**config.mk**
```make
export PLATFORM = sky130hd
export DESIGN_NAME = pipeline_0_fetch
export DESIGN_NICKNAME = d
export VERILOG_FILES = /design/src/rtl/pipeline_0_fetch.sv
export SDC_FILE = /design/constraint.sdc
export NUM_CORES = 1
export LEC_CHECK = 0
export BUFFER_PORTS_ARGS = -buffer_cell sky130_fd_sc_hd__buf_2
export CORE_MARGIN = 2
export CORE_UTILIZATION = 39
export DETAILED_ROUTE_END_ITERATION = 16
export PLACE_DENSITY_LB_ADDON = 0.2
export SLEW_MARGIN = 20
export SYNTH_ARGS = -nofsm -noshare
export SYNTH_HDL_FRONTEND = slang
export SYNTH_SLANG_ARGS = --single-unit
```
**constraint.sdc**
```tcl
create_clock -name clk -period 1.9 [get_ports clk]
set_clock_uncertainty 0.2 [all_clocks]
set_input_delay 0.095 -clock clk [delete_from_list [all_inputs] [get_ports clk]]
set_output_delay 0.095 -clock clk [all_outputs]
set_load 0.05 [all_outputs]
```
**src/rtl/pipeline_0_fetch.sv**
```systemverilog
// pipeline_0_fetch: front-end fetch stage. Owns the PC, fetches 16-bit
// instructions over a valid-qualified memory port into the instruction
// register, and issues decoded fields (or NOP bubbles) to the read-register
// stage.
// Ports:
//   clk, rst                 clock, async active-low reset
//   imem_req/addr/rdata/valid instruction memory port (addr = pc)
//   ir                       instruction register, to external decoder
//   dec_*                    decoder results for ir
//   rr_loads, rr_num_Rd      load in read-register stage and its destination
//   branch_taken/target      redirect from execute
//   hold                     downstream freeze
//   control_out, num_*_out, imm_out, update   read-register stage inputs
//   bubble_count             saturating count of issued bubbles
module pipeline_0_fetch #(
  parameter logic [15:0] RESET_PC    = 16'h0000,
  parameter logic [21:0] NOP_CONTROL = 22'h000000
) (
  input  logic        clk,
  input  logic        rst,
  output logic        imem_req,
  output logic [15:0] imem_addr,
  input  logic [15:0] imem_rdata,
  input  logic        imem_valid,
  output logic [15:0] ir,
  input  logic [21:0] dec_control,
  input  logic [15:0] dec_imm,
  input  logic        dec_uses_Rm,
  input  logic        dec_uses_Rn,
  input  logic        rr_loads,
  input  logic [2:0]  rr_num_Rd,
  input  logic        branch_taken,
  input  logic [15:0] branch_target,
  input  logic        hold,
  output logic [21:0] control_out,
  output logic [2:0]  num_Rm_out,
  output logic [2:0]  num_Rn_out,
  output logic [2:0]  num_Rd_out,
  output logic [15:0] imm_out,
  output logic        update,
  output logic [15:0] bubble_count
);

  localparam int unsigned ADDR_W = 16;
  localparam int unsigned CNT_W  = 16;

  typedef enum logic {FETCH, ISSUE} state_t;

  state_t              state_q, state_d;
  logic [ADDR_W-1:0]   pc_q, pc_d;
  logic [15:0]         ir_q, ir_d;
  logic [CNT_W-1:0]    bcnt_q, bcnt_d;

  logic [2:0] rn, rd, rm;
  logic       hazard;
  logic       issue;

  assign rn = ir_q[10:8];
  assign rd = ir_q[7:5];
  assign rm = ir_q[2:0];

  // Load-use hazard: IR reads the register the load in read-register writes.
  assign hazard = (state_q == ISSUE) & rr_loads &
                  ((dec_uses_Rm & (rm == rr_num_Rd)) |
                   (dec_uses_Rn & (rn == rr_num_Rd)));
  assign issue  = (state_q == ISSUE) & ~hazard & ~hold & ~branch_taken;

  assign ir           = ir_q;
  assign imem_addr    = pc_q;
  assign bubble_count = bcnt_q;

  // State register.
  always_ff @(posedge clk or negedge rst) begin
    if (!rst) begin
      state_q <= FETCH;
      pc_q    <= RESET_PC;
      ir_q    <= 16'h0000;
      bcnt_q  <= '0;
    end else begin
      state_q <= state_d;
      pc_q    <= pc_d;
      ir_q    <= ir_d;
      bcnt_q  <= bcnt_d;
    end
  end

  // Next-state and downstream outputs.
  always_comb begin
    state_d     = state_q;
    pc_d        = pc_q;
    ir_d        = ir_q;
    bcnt_d      = bcnt_q;
    control_out = NOP_CONTROL;
    num_Rm_out  = 3'd0;
    num_Rn_out  = 3'd0;
    num_Rd_out  = 3'd0;
    imm_out     = 16'h0000;
    // Reset forces the enable and the request high regardless of hold/branch.
    update      = ~rst | ~hold;
    imem_req    = ~rst | (~branch_taken & ((state_q == FETCH) | issue));

    if (issue) begin
      control_out = dec_control;
      num_Rm_out  = rm;
      num_Rn_out  = rn;
      num_Rd_out  = rd;
      imm_out     = dec_imm;
    end

    if (update && !issue && (bcnt_q != {CNT_W{1'b1}})) begin
      bcnt_d = bcnt_q + CNT_W'(1);
    end

    if (branch_taken) begin
      // Redirect wins over everything; memory data this cycle is dropped.
      pc_d    = branch_target;
      state_d = FETCH;
    end else begin
      unique case (state_q)
        FETCH: begin
          // Capture is allowed even under hold.
          if (imem_valid) begin
            ir_d    = imem_rdata;
            pc_d    = pc_q + ADDR_W'(1);
            state_d = ISSUE;
          end
        end
        ISSUE: begin
          if (issue) begin
            if (imem_valid) begin
              ir_d = imem_rdata;
              pc_d = pc_q + ADDR_W'(1);
            end else begin
              state_d = FETCH;
            end
          end
        end
        default: state_d = FETCH;
      endcase
    end
  end

endmodule

```
-- Yosys cells after proc, flatten, opt, wreduce, memory -nomap -nowiden
Cells that the tools add are included.
- output and inout port bits: 97
- logic and storage cells: 48
- input port bits: 81
- register bits: 49
- eq/ne operators: 5
- muxes and demuxes: 16
- reduce and logical (&&, ||, !) cells: 4
- bitwise logic cells: 17
- $add $sub $neg: 2
- operators by type and width (cell ; number):
    16-bit two-way mux ; 6
    16-bit case mux with 2 select lines ; 2
    16-bit by 1-bit adder with 16-bit output (second input constant) ; 2
    22-bit two-way mux ; 1
    16-bit != test (second input constant) ; 1
    3-bit two-way mux ; 3
    1-bit bitwise AND ; 8
    3-bit equality test ; 2
    1-bit NOT ; 5
    1-bit bitwise OR ; 4
    1-bit two-way mux ; 3
    3-bit by 2-bit != test with 1-bit output (second input constant) ; 1
    1-bit logical AND ; 2
    2-bit by 1-bit != test with 1-bit output (second input constant) ; 1
    1-bit case mux with 2 select lines ; 1
    2-bit AND reduction ; 1
    1-bit zero test ; 1

-- Logic depth before layout (Yosys ltp)
Gate-level depths: netlist of run 1.
- depth after elaboration: 11
- gate-level depth with buffers: 6
- depth with buffers taken out: 6

-- Worst setup path after synthesis of run 1
No wires, ideal clock.
- path type: flip-flop to output port
- start point: register ir_q[8], in the netlist ir[8]
- end point: output port imem_req
- path slack: -0.762 ns
- data required time: 1.605 ns
- data arrival time: 2.367 ns
- path buffers: 0
- stages on the path, launching flop included: 6
- path through: dfrtp_1 xnor2_1 a41oi_1 o21ai_0 and2_1 o21ai_0
- cells in the longest elaborated chain, start to end: 11
- ends and longest elaborated chain (element ; RTL line ; text):
    start, declared ; 51 ; logic [15:0] ir_q, ir_d;
    start signal, assigned ; 82 ; ir_q <= ir_d;
    3-bit equality test ; 65 ; (dec_uses_Rn & (rn == rr_num_Rd)));
    1-bit bitwise AND ; 65 ;
    1-bit bitwise OR ; 64 ; ((dec_uses_Rm & (rm == rr_num_Rd)) |
    1-bit bitwise AND ; 63 ; assign hazard = (state_q == ISSUE) & rr_loads &
    1-bit NOT ; 66 ; assign issue = (state_q == ISSUE) & ~hazard & ~hold & ~branch_taken;
    1-bit bitwise AND (3 in series) ; 66 ;
    1-bit bitwise OR ; 100 ; imem_req = ~rst | (~branch_taken & ((state_q == FETCH) | issue));
    1-bit bitwise AND ; 100 ;
    1-bit bitwise OR ; 100 ;
    end, declared ; 21 ; output logic imem_req,
Every way passes these cells.

-- Final worst setup path of run 1
- start point: register ir_q[10], in the netlist ir[10]
- end point: output port control_out[17]
- cells in the longest elaborated chain, start to end: 9
- ends and longest elaborated chain (element ; RTL line ; text):
    3-bit equality test ; 65 ;
    1-bit bitwise AND ; 65 ;
    1-bit bitwise OR ; 64 ;
    1-bit bitwise AND ; 63 ;
    1-bit NOT ; 66 ;
    1-bit bitwise AND (3 in series) ; 66 ;
    22-bit two-way mux ; 102 ; if (issue) begin
    end, declared ; 35 ; output logic [21:0] control_out,
Every way passes these cells.

==> summary.md, run 1 <==
| Metric | Value |
|---|---|
| Num rows | 30 |
| CTS tree | yes |
| VDD IR-drop max | 1.041 mV |
| Placer congestion estimate | 0.8197 |
| Via count | 3,194 |
| Critical path's slowest cell | dfrtp_2 |
| Synth-to-Final Area Change | 99.46% |
| DR iter-0 viols | 108 |
| Synth Cell Area | 2786 sq um |
| DIE WIDTH | 88.53 um |
| RSZ-0062 raised after global routing | true |
| TritonCTS buffer count | 5 |
| IO Count | 178 |
| Critical path's largest stage delay | 0.43 ns |
| Syn_nets | 362 |
| Largest net degree at the start of global routing | 30 |
| Final WS setup | -0.3932 ns |
| CP Class | flop to output pin |
| Gate Count Post-Synth | 279 |
| P_leak | 2.593 nW |
| Largest fanout on the critical path | 9 |
| Drt first pass iters | 4 |
| H-tree Lvls | 2 |
| Clock root cell | clkbuf_8 |
| Crit path time final | 2.293 ns |
| Die area | 7837 sq um |
| Status | complete, but fails checks |
| Routed Antenna Nets | 0 |
| Yosys top cell area share | 44.01% |
| Core ar. | 6869 sq um |
| Pwr per Cell Area | 746.4 nW/um^2 |
| Filler Cell Count | 403 |
| Yosys reg bits | 49 |
| Top post-synthesis cells by area | dfrtp_1 (44%), and2_1 (11%), xnor2_1 (9.7%) |
| Pwr Total | 0.004148 W |
| Sinks on Clock Net | 49 |
| Startpoint types | flop |
| Nets@finish | 627 |
| Final WL | 10.47 mm |
| Post-synthesis sequential area ratio | 44.01% |
| Ys async rst share | 100.0% |
| Skew-Pair Late Insertion Delay | 0.30 ns |
| Tcrit/Tclk final | 120.7% |
| Mean post-synth cell area | 9.987 sq um |
| Slew @ Worst Pin | 0.4634 ns |
| Initial Utilization | 40.56% |
| CP endpoint kind | output pin |
| Global-route wire length before repair | 15.43 mm |
| Synth Flop Type | dfrtp_1 |
| Residual DRC | 0 |
| I/O Buffers | 177 |
| Endpoints failing setup | 87 |
| Global route overflow | 0 |
| Share of cells above drive strength 1 | 66.06% |
| Die H | 88.53 um |
| Yosys warning total | 0 |
| Top cells by count, synth | and2_1 (49), dfrtp_1 (49), nand2_1 (31), xnor2_1 (31), o21ai_0 (18) |
| Gr usage total | 25.52% |
| Post-synth EDFFs | 0 |
| Number of global-route vias before repair | 3,223 |
| Setup TNS | -21.51 ns |
| Max-capacitance violation count | 0 |
| # placed instances | 581 |
| Number of antenna violations at the first check in global routing | 0 |
| Slew Limit Fails | 0 |
| Synth area leader | dfrtp_1 |
| Critical-path cell list | xnor2_2 > a41oi_2 > o2111a_2 > buf_4 > clkbuf_16 > and2_4 > buf_8 |
| Maximum buffer depth of the clock tree | 2 |
| Diodes inserted | 0 |
| Hpwl dp | 6.328 mm |
| Worst hold slack | 0.04027 ns |
| Rel. slew slack | 68.84% |
| Count of unique library cells instantiated by Yosys | 37 |
| Fin. Hold Viols | 0 |
| WL/cell | 16.33 um |
| HP Class | input pin to flop |
| Worst path required time | 1.60 ns |
| Non-Filler Instances | 641 |
| CTS clock-pin slew for the worst setup and hold paths | 0.10 ns |
| Vias per cell | 4.983 |
| Fmax | 0.4361 GHz |
| Worst endpoint data arrival time | 2.00 ns |
| Failing checks | setup timing |
## cell families after synthesis
| group | count (synthesis) | share of synthesized area [%] |
|---|---|---|
| mux | 20 | 8.038 |
| buf+inv | 16 | 2.469 |
| fa+ha+maj | 2 | 0.8979 |
| simple gates | 122 | 24.88 |
| flops | 49 | 44.01 |
| xor+xnor | 35 | 11.81 |
| compound gates | 35 | 7.903 |
## critical path: cells and delay by family (launching register included)
kind            cells  cell delay, ns
simple gates        1            0.15
flops               1            0.43
buf+inv             3            0.43
compound gates      2            0.53
xor+xnor            1            0.15
## final timing paths
check | from | endpoint | slack, ns | cells after the start
max reg2reg | ir[0]$_DFFE_PN0P_ | bubble_count[12]$_DFFE_PN0P_ | -0.36 | 8
min | hold | bubble_count[6]$_DFFE_PN0P_ | 0.04 | 4
min reg2reg | ir[3]$_DFFE_PN0P_ | ir[3]$_DFFE_PN0P_ | 0.29 | 1
min in group asynchronous | rst | imem_addr[9]$_DFFE_PN0P_ | 0.13 | 3
max in group asynchronous | rst | ir[1]$_DFFE_PN0P_ | 0.65 | 4
max | ir[10]$_DFFE_PN0P_ | control_out[17] | -0.39 | 7
## repair_timing
action | 4_1_cts | 5_1_grt
pin swaps | 16 | 16
cloned | 2 | 1
gates resized for setup | 179 | 36
endpoints found under the setup margin | 82 | 96
hold endpoints to repair | 53 | 0
buffers inserted | 10 | 6
hold buffers | 36 | 0
## cell type report
class                      instances  area, sq um  area share [%]
clock buffer                       7        86.33           1.553
clock inverter                     1        30.03          0.5403
inverter                           6        22.52          0.4052
multi-input combinational        214         1814           32.64
sequential                        49         1252           22.53
tap                               96        120.1           2.161
timing repair buffer             268         2232           40.16
## sequential cells by signal, summed over array words and instances (netlist names)
signal,count
state_q,1
ir,16
bubble_count,16
imem_addr,16
## layer usage
| layer | track usage [%] | part of all wire, % | up-vias |
|---|---|---|---|
| met1 | 29.21 | 38 | 1548 |
| met2 | 47.37 | 53 | 139 |
| li1 | - | - | 1486 |
| met3 | 4.944 | 6.8 | 21 |
| met5 | 0 | 0 | - |
| met4 | 8.678 | 2.2 | 0 |
## stage by stage
stage	worst slack [ns]	util (%)	cell area [sq um]
3_5_place_dp	-0.2411	61.00	4190
3_3_place_gp	-0.2061	61.00	4190
2_1_floorplan	-0.2864	-	2943
6_report	-0.3932	80.91	5558
4_1_cts	-0.3448	78.82	5414
5_1_grt	-0.4443	80.91	5558
## power breakdown
group	internal, W	leakage (nW)	total (W)	switching, W
logic	0.000774	1.95	0.00200	0.00123
clock network	0.000430	0.0585	0.000789	0.000359
registers	0.00123	0.580	0.00136	0.000129
total	0.00243	2.59	0.00415	0.00172
## placed cells by master, fill, tap and decap left out, types with 3 or more instances in the layout
cell type | netlist | routed
mux2_2 | 15 | 14
nand2_1 | 31 | 30
buf_4 | 2 | 42
o21ai_0 | 18 | 5
o21ai_1 | 0 | 11
a211oi_2 | 0 | 3
buf_8 | 0 | 47
and3_1 | 4 | 3
nor2_1 | 6 | 4
inv_1 | 6 | 6
a21oi_4 | 0 | 4
dfrtp_2 | 0 | 21
dfrtp_1 | 49 | 28
clkbuf_8 | 0 | 6
mux2_1 | 4 | 3
buf_2 | 0 | 129
nand3_1 | 10 | 7
dlygate4sd3_1 | 0 | 36
and2_4 | 0 | 47
buf_6 | 0 | 10
xnor2_2 | 3 | 8
xnor2_1 | 31 | 26
nand4_1 | 11 | 11
Power figures use the tool's default switching activity.
==> inputs of run 2 (changes only) <==
--- a/config.mk
+++ b/config.mk
@@ -5,6 +5,7 @@
 export SDC_FILE = /design/constraint.sdc
 export NUM_CORES = 1
 export LEC_CHECK = 0
+export ABC_AREA = 1
 export BUFFER_PORTS_ARGS = -buffer_cell sky130_fd_sc_hd__buf_2
 export CORE_MARGIN = 2
 export CORE_UTILIZATION = 39
==> run 2 against run 1 <==
Effect of this change:
- the run still ends with setup timing left
- design area grew 9.3%
- synthesized cell count is 84% higher
- sequential power grew 11%
- largest power group unchanged
==> summary.md, run 2 <==
| Metric | Value |
|---|---|
| Status | complete, but fails checks |
| Failing checks | setup timing |
| Yosys top cell area share | 35.74% |
| Placer congestion estimate | 0.9265 |
| Synth area leader | dfrtp_1 |
| CTS tree | yes |
| Gr usage total | 24.46% |
| Fin. Hold Viols | 0 |
| Pwr Total | 0.004431 W |
| Hpwl dp | 8.301 mm |
| Top post-synthesis cells by area | dfrtp_1 (36%), nand2_1 (18%), inv_1 (8.2%) |
| Die H | 97.79 um |
| Final WL | 12.88 mm |
| Synth Flop Type | dfrtp_1 |
| Largest fanout on the critical path | 7 |
| Flop-to-flop setup slack | -0.14 ns |
| Post-synth EDFFs | 0 |
| Clock root cell | clkbuf_8 |
| VDD IR-drop max | 0.4469 mV |
| Tcrit/Tclk final | 114.4% |
| Maximum buffer depth of the clock tree | 2 |
| Worst endpoint data arrival time | 1.88 ns |
| Mean post-synth cell area | 6.675 sq um |
| Slew Limit Fails | 0 |
| Routed Antenna Nets | 0 |
| Sinks on Clock Net | 49 |
| Count of unique library cells instantiated by Yosys | 35 |
| WL/cell | 15.01 um |
| Initial Utilization | 39.73% |
| Slew @ Worst Pin | 0.4900 ns |
| WHS Endpoint | state_q$_DFF_PN0_ |
| Number of global-route vias before repair | 3,976 |
| I/O Buffers | 177 |
| Synth-to-Final Area Change | 77.06% |
| Crit path time final | 2.173 ns |
| Final WS setup | -0.2728 ns |
| Yosys reg bits | 49 |
| CP endpoint kind | output pin |
| DIE WIDTH | 97.79 um |
| Rel. slew slack | 67.26% |
| Yosys warning total | 0 |
| Fmax | 0.4602 GHz |
| IO Count | 178 |
| Syn_nets | 597 |
| Filler Cell Count | 633 |
| Share of cells above drive strength 1 | 44.39% |
| Vias per cell | 4.913 |
| HP Class | input pin to flop |
| Max-capacitance violation count | 0 |
| CTS clock-pin slew for the worst setup and hold paths | 0.09 ns |
| Hold Startpoint | imem_valid |
| Drt first pass iters | 5 |
| Gate Count Post-Synth | 514 |
| Worst r2r src | ir[2]$_DFFE_PN0P_ |
| Global route overflow | 0 |
| Worst hold slack | 0.06327 ns |
| Hold depth | 3 |
| Commonest non-fill, non-tap cell in the layout | nand2_1 |
| Worst path required time | 1.60 ns |
| RSZ-0062 raised after global routing | true |
| Num rows | 34 |
| Ys async rst share | 100.0% |
| Die area | 9563 sq um |
| Largest net degree at the start of global routing | 30 |
| Skew-Pair Late Insertion Delay | 0.30 ns |
| Global-route wire length before repair | 19.24 mm |
| Endpoints failing setup | 89 |
| Core ar. | 8636 sq um |
| Reg2Reg Depth | 12 |
| H-tree Lvls | 2 |
| Post-synthesis sequential area ratio | 35.74% |
| P_leak | 3.126 nW |
| Via count | 4,215 |
| Most numerous cell in the Yosys netlist | nand2_1 |
| Nets@finish | 830 |
| Pwr per Cell Area | 729.5 nW/um^2 |
| Worst reg2reg endpoint | imem_addr[14]$_DFFE_PN0P_ |
| Number of antenna violations at the first check in global routing | 2 |
| DR iter-0 viols | 152 |
| TritonCTS buffer count | 5 |
| Top cells by count, synth | nand2_1 (167), inv_1 (75), nor2_1 (75) |
| Commonest non-fill, non-tap cells in the layout | nand2_1 (152), buf_2 (129), inv_1 (70), nor2_4 (46), buf_6 (40) |
| Synth Cell Area | 3431 sq um |
| CP Class | flop to output pin |
| Startpoint types | flop |
| Residual DRC | 0 |
## run 2: worst max-delay path by stage
stage / from / endpoint / slack, ns
floorplan: ir[8]$_DFFE_PN0P_ / control_out[10] / -0.06
global placement: bubble_count[0]$_DFFE_PN0P_ / bubble_count[0]$_DFFE_PN0P_ / 0.03
detailed placement: bubble_count[0]$_DFFE_PN0P_ / bubble_count[0]$_DFFE_PN0P_ / 0.03
CTS: ir[10]$_DFFE_PN0P_ / control_out[12] / -0.18
global route: ir[1]$_DFFE_PN0P_ / control_out[4] / -0.32
finish: ir[2]$_DFFE_PN0P_ / imm_out[3] / -0.27
## run 2: where the power goes
group / total [W] / internal [W] / switching [W]
Sequential: 0.00151 / 0.00125 / 0.000255
Clock: 0.000777 / 0.000430 / 0.000347
Combinational: 0.00215 / 0.000670 / 0.00148
## run 2: layout make-up
class	instances	area (sq um)	area share [%]
tap	108	135.1	2.225
inverter	77	299.0	4.923
clock inverter	1	30.03	0.4943
multi-input combinational	373	2315	38.11
sequential	49	1250	20.58
clock buffer	7	86.33	1.421
timing repair buffer	241	1954	32.17
antenna	2	5.005	0.08239
## run 2: per-stage QoR
stage | setup TNS (ns) | std cells | instance area, sq um | setup slack [ns] | utilization (%)
after floorplan | -0.8597 | 514 | 3767 | -0.05767 | -
after global routing | -20.58 | 857 | 6072 | -0.3238 | 70.31
after detailed placement | 0 | 795 | 4772 | 0.02912 | 55.26
after global placement | 0 | 795 | 4772 | 0.02516 | 55.26
final | -13.75 | 858 | 6075 | -0.2728 | 70.34
after CTS | -7.390 | 844 | 5731 | -0.1753 | 66.36
## run 2: cell families after synthesis
group                      count (synthesis)  share of synthesized area, %
xor gates and xnor gates                  14                         3.793
DFF                                       49                         35.74
adders and majority gates                  2                        0.7293
and+or+nand+nor                          324                         41.94
muxes                                      2                        0.5835
buffers and inverters                     96                         12.51
AOI/OAI and AO/OA                         27                         4.704
## run 2: worst max-delay path, stage by stage, from the launching register on
cell	delay [ns]
dfrtp_2	0.46
nor2_1	0.18
nor2_1	0.08
nand2_1	0.08
nand2_2	0.07
nand2_4	0.13
nand2_8	0.12
buf_16	0.17
nor2_4	0.12
buf_8	0.16
## run 2: per-layer routing
layer	global-route usage [%]	vias to the layer above	routed length [um]
met5	0	-	0
met4	8.654	0	327
met3	4.295	22	829
met2	44.88	186	6912
met1	28.68	1943	4812
li1	-	2064	-
## run 2: timing repair
| item | 4_1_cts | 5_1_grt |
|---|---|---|
| pin swaps | 0 | 13 |
| hold endpoints to repair | 59 | 0 |
| resized for setup | 117 | 47 |
| cloned | 3 | 6 |
| setup buffers | 5 | 7 |
| hold buffers | 33 | 0 |
| endpoints found under the setup margin | 48 | 97 |
==> inputs of run 3 (changes only) <==
--- a/config.mk
+++ b/config.mk
@@ -7,8 +7,11 @@
 export LEC_CHECK = 0
 export ABC_AREA = 1
 export BUFFER_PORTS_ARGS = -buffer_cell sky130_fd_sc_hd__buf_2
+export CAP_MARGIN = 25
+export CORE_ASPECT_RATIO = 1.25
 export CORE_MARGIN = 2
 export CORE_UTILIZATION = 39
+export CTS_BUF_LIST = sky130_fd_sc_hd__clkbuf_16
 export DETAILED_ROUTE_END_ITERATION = 16
 export PLACE_DENSITY_LB_ADDON = 0.2
 export SLEW_MARGIN = 20
==> run 3 against run 2 <==
Effect of this change:
- the flow still finishes with violations (setup timing)
- die area is essentially flat
- sequential cell count is the same
- sequential share of layout area grew 0.18 points
- critical path depth grew 2
- non-clock buffer count grew 4
- critical path type unchanged
- critical endpoint is now imm_out[0]
==> summary.md, run 3 (synthesis gave the netlist of run 2 again) <==
| Metric | Value |
|---|---|
| Status | complete, but fails checks |
| Failing checks | setup timing |
| Routed Antenna Nets | 0 |
| Num rows | 38 |
| Endpoints failing setup | 73 |
| H-tree Lvls | 2 |
| Final WS setup | -0.1649 ns |
| Number of antenna violations at the first check in global routing | 1 |
| Gr usage total | 24.35% |
| RSZ-0062 raised after global routing | true |
| Final WL | 12.21 mm |
| Worst path required time | 1.60 ns |
| Critical-path cell list | inv_2 > nand2_2 > nand2_1 > nor2_1 > nand2_1 > nand2_2 > nand2_4 > nand2_8 > buf_12 > nor2_4 > buf_8 |
| TritonCTS buffer count | 5 |
| Diodes inserted | 0 |
| Fmax | 0.4843 GHz |
| I/O Buffers | 177 |
| Sequential standard cell area | 1249 sq um |
| Largest fanout on the critical path | 11 |
| P_leak | 3.112 nW |
| IO Count | 178 |
| CTS clock-pin slew for the worst setup and hold paths | 0.07 ns |
| Global-route wire length before repair | 18.37 mm |
| Slew @ Worst Pin | 0.3757 ns |
| DR iter-0 viols | 134 |
| Fin. Hold Viols | 0 |
| Slew Limit Fails | 0 |
| Worst endpoint data arrival time | 1.77 ns |
| Largest net degree at the start of global routing | 27 |
| CTS tree | yes |
| Clock root cell | clkbuf_16 |
| Max-capacitance violation count | 0 |
| Drt first pass iters | 4 |
| HP Class | input pin to flop |
| Initial Utilization | 39.87% |
| Global route overflow | 0 |
| Die area | 9568 sq um |
| Hpwl dp | 8.097 mm |
| Startpoint types | flop |
| Number of global-route vias before repair | 4,020 |
| Via count | 4,184 |
| Commonest non-fill, non-tap cell in the layout | nand2_1 |
| Crit path time final | 2.065 ns |
| Nets@finish | 832 |
| Commonest non-fill, non-tap cells in the layout | nand2_1 (158), buf_2 (129), inv_1 (70), nor2_4 (44), dlygate4sd3_1 (34) |
| CP Class | flop to output pin |
| Multi-input logic area | 2241 sq um |
| Synth-to-Final Area Change | 75.38% |
| Tcrit/Tclk final | 108.7% |
| Placer congestion estimate | 0.8798 |
| WL/cell | 14.03 um |
| Vias per cell | 4.809 |
| Maximum buffer depth of the clock tree | 2 |
| VDD IR-drop max | 0.6776 mV |
| Share of cells above drive strength 1 | 43.60% |
| # placed instances | 814 |
| DIE WIDTH | 87.89 um |
| Core ar. | 8606 sq um |
| CP endpoint kind | output pin |
| Sinks on Clock Net | 49 |
| Setup TNS | -7.936 ns |
| Pwr Total | 0.004511 W |
| Non-Filler Instances | 870 |
| Pwr per Cell Area | 749.6 nW/um^2 |
| Filler Cell Count | 634 |
| Critical path's slowest cell | dfrtp_2 |
| Die H | 108.9 um |
| Rel. slew slack | 74.87% |
| Residual DRC | 0 |
| Post-place setup slack | 0.01970 ns |
| Skew-Pair Late Insertion Delay | 0.29 ns |
| Critical path's largest stage delay | 0.44 ns |
-- run 3: cell types whose count changed in the layout (fill, tap and decap cells not counted), sizes merged --
cell | previous run | this run
clkbuf | 9 | 6
dlygate4sd3 | 33 | 34
clkinvlp | 0 | 1
nand3 | 30 | 29
buf | 206 | 210
clkinv | 0 | 2
nand2 | 182 | 181
bufinv | 1 | 0
diode | 2 | 0
-- run 3: timing repair --
action	CTS	global route
gates cloned	1	2
setup endpoints to repair	48	93
hold buffers	34	0
resized for setup	112	41
hold endpoints to repair	56	0
pin swaps	5	5
buffers inserted	11	0
-- run 3: final cells by class --
cell class / count / area share [%]
Timing Repair Buffer: 245 / 32.25
Inverter: 77 / 4.887
Sequential cell: 49 / 20.75
Clock buffer: 5 / 2.079
Multi-Input combinational cell: 371 / 37.24
Clock inverter: 3 / 0.2911
Tap cell: 120 / 2.495
-- run 3: path summary, 6_finish.rpt --
path	cells after the start	end	slack, ns	startpoint
max	11	imm_out[0]	-0.16	ir[1]$_DFFE_PN0P_
min	3	state_q$_DFF_PN0_	0.11	branch_taken
max reg2reg	14	imem_addr[1]$_DFFE_PN0P_	-0.10	ir[1]$_DFFE_PN0P_
min reg2reg	2	ir[4]$_DFFE_PN0P_	0.27	ir[4]$_DFFE_PN0P_
max in group asynchronous	4	bubble_count[9]$_DFFE_PN0P_	0.61	rst
min in group asynchronous	3	bubble_count[13]$_DFFE_PN0P_	0.17	rst
-- run 3: per-layer routing --
layer	track usage (%)	part of all wire, %
met2	46.00	54
met5	0	0.090
met4	9.011	3.1
met1	26.77	38
met3	4.012	4.9
-- run 3: through the flow --
step	hold slack (ns)	cell area, sq um	utilization, %
after floorplan	-0.4006	3767	-
after global placement	-0.05088	4855	56.41
after detailed placement	-0.04050	4855	56.41
after CTS	0.1093	5809	67.51
after global routing	0.1657	6017	69.92
final	0.1052	6017	69.92
-- run 3: power breakdown --
group	internal [W]	switching (W)
sequential	0.00125	0.000243
combinational	0.000670	0.00146
clock	0.000484	0.000399
-- run 3: worst max-delay path: cells and delay by family (launching register included) --
kind                   cells  cell delay (ns)
buffers and inverters      3             0.41
DFF                        1             0.44
and+or+nand+nor            8             0.60
